[config.mk]
export PLATFORM = sky130hd
export DESIGN_NAME = power_governor
export DESIGN_NICKNAME = d
export VERILOG_FILES = /design/src/rtl/power_governor.sv
export SDC_FILE = /design/constraint.sdc
export NUM_CORES = 1
export LEC_CHECK = 0
export CORE_ASPECT_RATIO = 0.6
export CORE_UTILIZATION = 48
export CTS_BUF_LIST = sky130_fd_sc_hd__clkbuf_8
export CTS_CLUSTER_SIZE = 12
export DETAILED_ROUTE_END_ITERATION = 16
export PLACE_DENSITY = 0.78
export SLEW_MARGIN = 20
export SYNTH_ARGS = -nofsm -noshare
export SYNTH_HDL_FRONTEND = slang
export SYNTH_SLANG_ARGS = --single-unit
[constraint.sdc]
create_clock -name i_clk -period 2.4 [get_ports i_clk]
set_input_delay 0.36 -clock i_clk [delete_from_list [all_inputs] [get_ports i_clk]]
set_output_delay 0.36 -clock i_clk [all_outputs]
set_load 0.02 [all_outputs]
[src/rtl/power_governor.sv]
// Power governor: picks the accumulator setting and add/drain mode from the requested setting,
// dock status and fed-back power level. It soft-starts, derates, locks out when empty and charges.
module power_governor #(
  parameter int unsigned MAX_LEVEL      = 179,
  parameter int unsigned LOW_THRESH     = 32,
  parameter int unsigned RESTART_THRESH = 64,
  parameter int unsigned STEP_CYCLES    = 4,
  parameter int unsigned WARN_PERIOD    = 8
) (
  input  logic       i_clk,
  input  logic       i_rst_n,
  input  logic [1:0] i_req_setting,
  input  logic       i_req_valid,
  input  logic       i_dock,
  input  logic [7:0] i_power_level,
  output logic [1:0] o_power_setting,
  output logic       o_power_mode,
  output logic [2:0] o_state,
  output logic       o_low_warn,
  output logic       o_fault,
  output logic       o_full
);

  typedef enum logic [2:0] {
    StOff     = 3'd0,
    StRun     = 3'd1,
    StDerate  = 3'd2,
    StLockout = 3'd3,
    StCharge  = 3'd4
  } state_e;

  localparam int unsigned SW = (STEP_CYCLES > 1) ? $clog2(STEP_CYCLES) : 1;
  localparam int unsigned BW = (WARN_PERIOD > 1) ? $clog2(WARN_PERIOD) : 1;
  localparam logic [SW-1:0] STEP_LAST  = SW'(STEP_CYCLES - 1);
  localparam logic [BW-1:0] BLINK_LAST = BW'(WARN_PERIOD - 1);
  localparam logic [8:0]    MAX_L      = 9'(MAX_LEVEL);
  localparam logic [8:0]    LOW_L      = 9'(LOW_THRESH);
  localparam logic [8:0]    RESTART_L  = 9'(RESTART_THRESH);

  state_e        r_state;
  logic [1:0]    r_target;
  logic [1:0]    r_setting;
  logic          r_mode;
  logic          r_low_warn;
  logic          r_fault;
  logic          r_full;
  logic [SW-1:0] r_step_cnt;
  logic [BW-1:0] r_blink_cnt;

  state_e        w_state_d;
  logic [1:0]    w_target_eff;
  logic [1:0]    w_target_d;
  logic [1:0]    w_setting_d;
  logic          w_mode_d;
  logic          w_low_warn_d;
  logic          w_fault_d;
  logic          w_full_d;
  logic [SW-1:0] w_step_d;
  logic [BW-1:0] w_blink_d;
  logic [8:0]    w_lvl;

  // Over-range levels saturate at the ceiling; 9 bits keep level+3 from wrapping.
  assign w_lvl = ({1'b0, i_power_level} > MAX_L) ? MAX_L : {1'b0, i_power_level};

  always_ff @(posedge i_clk or negedge i_rst_n) begin
    if (!i_rst_n) begin
      r_state     <= StOff;
      r_target    <= 2'd0;
      r_setting   <= 2'd0;
      r_mode      <= 1'b1;
      r_low_warn  <= 1'b0;
      r_fault     <= 1'b0;
      r_full      <= 1'b0;
      r_step_cnt  <= '0;
      r_blink_cnt <= '0;
    end else begin
      r_state     <= w_state_d;
      r_target    <= w_target_d;
      r_setting   <= w_setting_d;
      r_mode      <= w_mode_d;
      r_low_warn  <= w_low_warn_d;
      r_fault     <= w_fault_d;
      r_full      <= w_full_d;
      r_step_cnt  <= w_step_d;
      r_blink_cnt <= w_blink_d;
    end
  end

  always_comb begin
    w_target_eff = r_target;
    if (i_req_valid && (r_state != StLockout) && (r_state != StCharge)) begin
      w_target_eff = i_req_setting;
    end
    w_target_d = i_dock ? 2'd0 : w_target_eff;

    w_state_d = r_state;
    if (i_dock) begin
      w_state_d = StCharge;
    end else begin
      case (r_state)
        StOff: begin
          if (i_req_valid && (i_req_setting != 2'd0)) w_state_d = StRun;
        end
        StRun, StDerate: begin
          if (w_lvl == 9'd0)                            w_state_d = StLockout;
          else if (w_target_eff == 2'd0)                w_state_d = StOff;
          else if ((r_state == StRun) && (w_lvl <= LOW_L)) w_state_d = StDerate;
        end
        StLockout: w_state_d = StLockout;
        StCharge:  w_state_d = (w_lvl >= RESTART_L) ? StOff : StLockout;
        default:   w_state_d = StOff;
      endcase
    end
  end

  // Next values for the registered outputs; counters default to 0 so any state change clears them.
  always_comb begin
    w_setting_d  = 2'd0;
    w_mode_d     = 1'b1;
    w_low_warn_d = 1'b0;
    w_fault_d    = 1'b0;
    w_full_d     = 1'b0;
    w_step_d     = '0;
    w_blink_d    = '0;
    case (w_state_d)
      StRun: begin
        if (r_state != StRun) begin
          w_setting_d = 2'd1;
        end else if (w_target_eff < r_setting) begin
          w_setting_d = w_target_eff;
        end else if (w_target_eff > r_setting) begin
          w_setting_d = r_setting;
          if (r_step_cnt == STEP_LAST) w_setting_d = r_setting + 2'd1;
          else                         w_step_d    = r_step_cnt + SW'(1);
        end else begin
          w_setting_d = r_setting;
        end
      end
      StDerate: begin
        w_setting_d = {1'b0, |w_target_eff};
        if (r_state == StDerate) begin
          w_low_warn_d = r_low_warn;
          if (r_blink_cnt == BLINK_LAST) w_low_warn_d = ~r_low_warn;
          else                           w_blink_d    = r_blink_cnt + BW'(1);
        end
      end
      StLockout: w_fault_d = 1'b1;
      StCharge: begin
        w_mode_d = 1'b0;
        if ((w_lvl + 9'd3) < MAX_L) w_setting_d = 2'd3;
        else if (w_lvl < MAX_L)     w_setting_d = 2'd1;
        else                        w_full_d    = 1'b1;
      end
      default: ;
    endcase
  end

  assign o_state         = r_state;
  assign o_power_setting = r_setting;
  assign o_power_mode    = r_mode;
  assign o_low_warn      = r_low_warn;
  assign o_fault         = r_fault;
  assign o_full          = r_full;

endmodule

# Yosys cells after proc, flatten, opt, wreduce, memory -nomap -nowiden
# Cells that the tools add are included.
[word_totals]
regBits = 16
input_bits = 14
out_inout_bits = 9
elab_cells = 81
[classes]
add_sub_neg = 4
order_cmp = 7
eq_ne = 16
n_mux = 33
n_bitwise = 1
n_reduce_logical = 11
[ops]
columns = ["operator", "n"]
rows = [
  ["$mux 2", 13],
  ["$mux 3", 8],
  ["$eq 3x2->1 const B", 4],
  ["$pmux 3 s4", 1],
  ["$add 8x2->9 const B", 1],
  ["$eq 3x3->1 const B", 3],
  ["$logic_not 9->1", 1],
  ["$lt 9x8->1 const B", 1],
  ["$mux 1", 9],
  ["$ge 8x7->1 const B", 1],
  ["$gt 8x8->1 const B", 1],
  ["$le 8x6->1 const B", 1],
  ["$lt 8x8->1 const B", 1],
  ["$mux 8", 1],
  ["$ne 4x4->1 const B", 2],
  ["$eq 3x1->1 const B", 2],
  ["$ne 3x3->1 const B", 2],
  ["$pmux 2 s3", 1],
  ["$add 2x1->2 const B", 2],
  ["$logic_and 1x1->1", 4],
  ["$reduce_or 2->1", 2],
  ["$add 3x1->3 const B", 1],
  ["$logic_not 3->1", 1],
  ["$ne 3x1->1 const B", 1],
  ["other kinds (8)", 8],
]

# Depth between registers and ports, before layout
[logic_depth]
ltp_word = 12
ltp_mapped = 12
ltp_nobuf = 11

# Least setup slack after synthesis
# OpenSTA, ideal clock, no wires.
[synth_timing]
path_kind = "input-to-reg"
startpoint = "in i_power_level[6]"
endpoint = "reg r_setting[0], in the netlist o_power_setting[0]"
setup_time_ns = 0.080
arrival_ns = 2.451
required_ns = 2.320
slack_ns = -0.130
cell_stages = 10
n_path_buf = 0
path_cell_list = "or3_4 > and2_1 > nor2_1 > ha_1 > or4b_4 > nor4_4 > a21oi_2 > a221oi_2 > o2111ai_1 > a2bb2oi_1"
[synth_via]
elab_chain_cells = 12
word_cells_on_any_way = 24
cone_classes = "1 x add/sub; 5 x order compare; 5 x eq/ne; 10 x mux; 3 x reduce/logical"
[synth_rtl]
columns = ["item", "line", "source"]
rows = [
  ["start, declared", "15", "input logic [7:0] i_power_level,"],
  ["$gt 8x8->1", "63", "assign w_lvl = ({1'b0, i_power_level} > MAX_L) ? MAX_L : {1'b0, i_power_level};"],
  ["$mux 8 *", "63", ""],
  ["$le 8x6->1", "107", "else if ((r_state == StRun) && (w_lvl <= LOW_L)) w_state_d = StDerate;"],
  ["$logic_and 1x1->1", "107", ""],
  ["$mux 3", "107", ""],
  ["$mux 3", "106", "else if (w_target_eff == 2'd0) w_state_d = StOff;"],
  ["$mux 3", "105", "if (w_lvl == 9'd0) w_state_d = StLockout;"],
  ["$pmux 3 s4", "100", "case (r_state)"],
  ["$mux 3", "97", "if (i_dock) begin"],
  ["$eq 3x1->1", "125", "case (w_state_d)"],
  ["$ne 4x4->1 (no line)", "-", ""],
  ["$reduce_and 2->1 (no line)", "-", ""],
  ["end signal, assigned", "79", "r_setting <= w_setting_d;"],
  ["end, declared", "42", "logic [1:0] r_setting;"],
]
# Every way passes the cells marked *; elsewhere a longest branch is shown, timed or not.
# A chain may end at the register's enable or synchronous reset.

# Final worst setup path
[layout_timing]
startpoint = "in i_power_level[3]"
endpoint = "reg r_setting[0], in the netlist o_power_setting[0]"
# The elaborated chain is that of the path after synthesis.

==> results.cfg <==
[outcome]
status = finished, violations left
violations = setup timing

[sta]
clock.fmax_ghz = 0.404
tightestPinTransition_ns = 0.707
drv_slew = 0
finClkSkew_ns = 0.00230
max_slew_margin = 0.527
finalSetupViolCount = 1
period_needed_ns = 2.48
fin_crit_sh = 1.03
rsz0062_at_grt = true
fin_ws_ns = -0.0773
finalHoldViolations = 0

[cells_and_area]
antenna_cells = 0
fin_area_sq_um = 1760
fill_cells = 135
layout.nets = 200
area_delta_synth_final_pct = 48.9
drive_above_1_share = 0.350

[setup_path]
cp.required_ns = 2.57
rrSetupSlack_ns = 0.01
critPathKind = input port to register
crit_fanout = 2
endpoint_kind = register
worstPathArrival_ns = 2.65
start_kind = input port

[route]
vias = 1249
drt-initial-drc-count = 63
dr.pass1.iters = 4
wire_per_inst_um = 17.4
drtAntennaViolNets = 0
drt_wl_total_um = 3610
drc = 0
vias_per_cell = 6.03

[power_and_ir_drop]
p_comb_frac = 0.346
p_per_area_nw_per_um2 = 461
p_seq_frac = 0.360
p_sw_mw = 0.246
clkPwrFrac = 0.294
peakVddDrop_mv = 0.363
p_leak_nw = 0.833
p_int_mw = 0.567
p_sw_frac = 0.303

[synth]
yosysWarnings = 0
synthCells = 125
avgSynthCellArea_sq_um = 9.47
netlist_area_sq_um = 1180
synthFlopType = dfrtp_1
yosys.cell_types.count = 46
ys_seq_elements = 16
ys_seq_area_frac = 0.339
synth_edf_count = 0
async_flop_share = 1.00
synth_fp_nets = 147

[hold_path]
hp-class = register to register

[clock_network]
clockBufferDepth = 2
clkSlewWorstSetupHoldPaths_ns = 0.06
cts_tree = yes
insertion_delay_ns = 0.25
numCtsBuffers = 3
cts_root_buffer = clkbuf_8
htree_levels = 1
cts_sinks = 16

[floorplan]
fp.coreArea_sq_um = 2240
rows = 13
die_w_um = 66.1
die_h_um = 40.5
io_pins = 23
die_area_sq_um = 2680
start_util = 0.527

[global_route]
grt_max_degree = 17
grt_usage = 0.302
overflow = 0
grt_pass1_vias = 1192
antenna_found_initial = 0
grt_pass1_wl_um = 5640

[run]
cap_violations = 0

[placement]
place_area_sq_um = 1640
gp_congestion = 0.893
io_buffer_count = 22
hpwl_um = 2660
dp_slack_ns = -0.643
[sequential cells by signal, indices dropped and copies added, names as in the netlist]
signal,count
o_power_mode,1
o_power_setting,2
o_fault,1
o_low_warn,1
o_full,1
o_state,3
r_target,2
r_step_cnt,2
r_blink_cnt,3
[path summary, 6_finish.rpt]
path	cells after the start	to	start
max in group asynchronous	1	o_state[2]	i_rst_n
min reg2reg	1	r_step_cnt[0]	r_step_cnt[0]
max reg2reg	11	o_power_setting[0]	o_state[2]
max	11	o_power_setting[0]	i_power_level[3]
min in group asynchronous	1	r_blink_cnt[2]	i_rst_n
min	1	r_step_cnt[0]	r_step_cnt[0]
[metrics by stage]
step	utilization	setup TNS, ns	power, mW	std cells	hold slack [ns]
after global placement	0.730	-4.61	0.544	201	0.425
after global routing	0.785	-0.0886	0.846	207	0.462
after detailed placement	0.730	-5.86	0.554	201	0.436
after CTS	0.773	-0.156	0.802	206	0.445
final	0.785	-0.0773	0.813	207	0.439
after floorplan	-	-0.0998	0.420	125	0.0644
[cells in the mapped netlist, types with 3 or more instances]
library cell / number / area share
ha_1: 8 / 0.085
a21oi_1: 5 / 0.021
o31ai_1: 3 / 0.019
and3b_1: 6 / 0.044
inv_1: 7 / 0.022
nor2_1: 13 / 0.041
nor3_1: 4 / 0.017
nor3b_1: 3 / 0.019
nand2_1: 3 / 0.0095
o21ai_1: 5 / 0.021
dfrtp_1: 15 / 0.32
nor2b_1: 6 / 0.032
a21oi_2: 3 / 0.022
nand4_1: 4 / 0.021
[per-layer routing]
layer | GRT usage | vias to the layer above | routed length, um
li1 | - | 569 | -
met1 | 0.378 | 600 | 1520
met2 | 0.531 | 67 | 1680
met3 | 0.0682 | 13 | 312
met4 | 0.106 | 0 | 98
met5 | 0 | - | 0
[worst max-delay path: stages]
cell,delay (ns)
buf_6,0.09
or3_4,0.38
and2_4,0.17
nor2_4,0.12
ha_4,0.14
or4b_4,0.47
nor4_4,0.19
a21oi_2,0.07
a221oi_2,0.31
o2111ai_1,0.15
a2bb2oi_1,0.20
[cells in the final DEF (no fill, tap or decap), types with 2 or more instances in the layout]
cell,n
buf_4,29
and3b_1,6
o21ai_1,5
nand4_1,4
o211ai_1,2
buf_6,3
nand2_1,3
nor3_1,4
a21oi_1,3
nor2_4,2
nor2_1,11
dlymetal6s2s_1,2
a21oi_2,4
nor3b_2,2
a2bb2oi_1,2
o31ai_1,3
a32oi_1,2
inv_1,7
nand2b_1,2
o32a_1,2
dfrtp_1,14
nor2b_1,5
ha_1,7
clkdlybuf4s50_1,14
nor3b_1,2
clkbuf_8,4
[what timing repair did]
action / CTS / global route
endpoints found under the setup margin: 12 / 11
hold buffers: 0 / 0
gates resized for setup: 28 / 7
hold endpoints to repair: 0 / 0
buffers inserted: 1 / 2
pin swaps: 9 / 8
[power groups by stage]
stage                     clock network (mW)  logic [mW]  registers, mW
final                                  0.239       0.281          0.293
after global routing                   0.252       0.300          0.294
after CTS                              0.243       0.267          0.292
after detailed placement                   0       0.257          0.297
after global placement                     0       0.248          0.296
after floorplan                            0       0.113          0.306
[area by class of cell]
class | count | area [sq um] | area share
Multi-Input combinational cell | 98 | 796 | 0.451
Clock buffer | 4 | 55.1 | 0.0312
Timing Repair Buffer | 52 | 445 | 0.253
Tap cell | 30 | 37.5 | 0.0213
Sequential cell | 16 | 403 | 0.229
Inverter | 7 | 26.3 | 0.0149
[cells by family (layout without fill, tap and decap cells)]
logic type / count (synthesis) / in the layout / share of synthesized area
xor+xnor: 2 / 2 / 0.0148
fa+ha+maj: 8 / 8 / 0.0846
compound gates: 32 / 32 / 0.209
flops: 16 / 16 / 0.339
simple gates: 56 / 56 / 0.315
buf+inv: 11 / 63 / 0.0370
No activity file was read; power rests on OpenSTA's default activity.
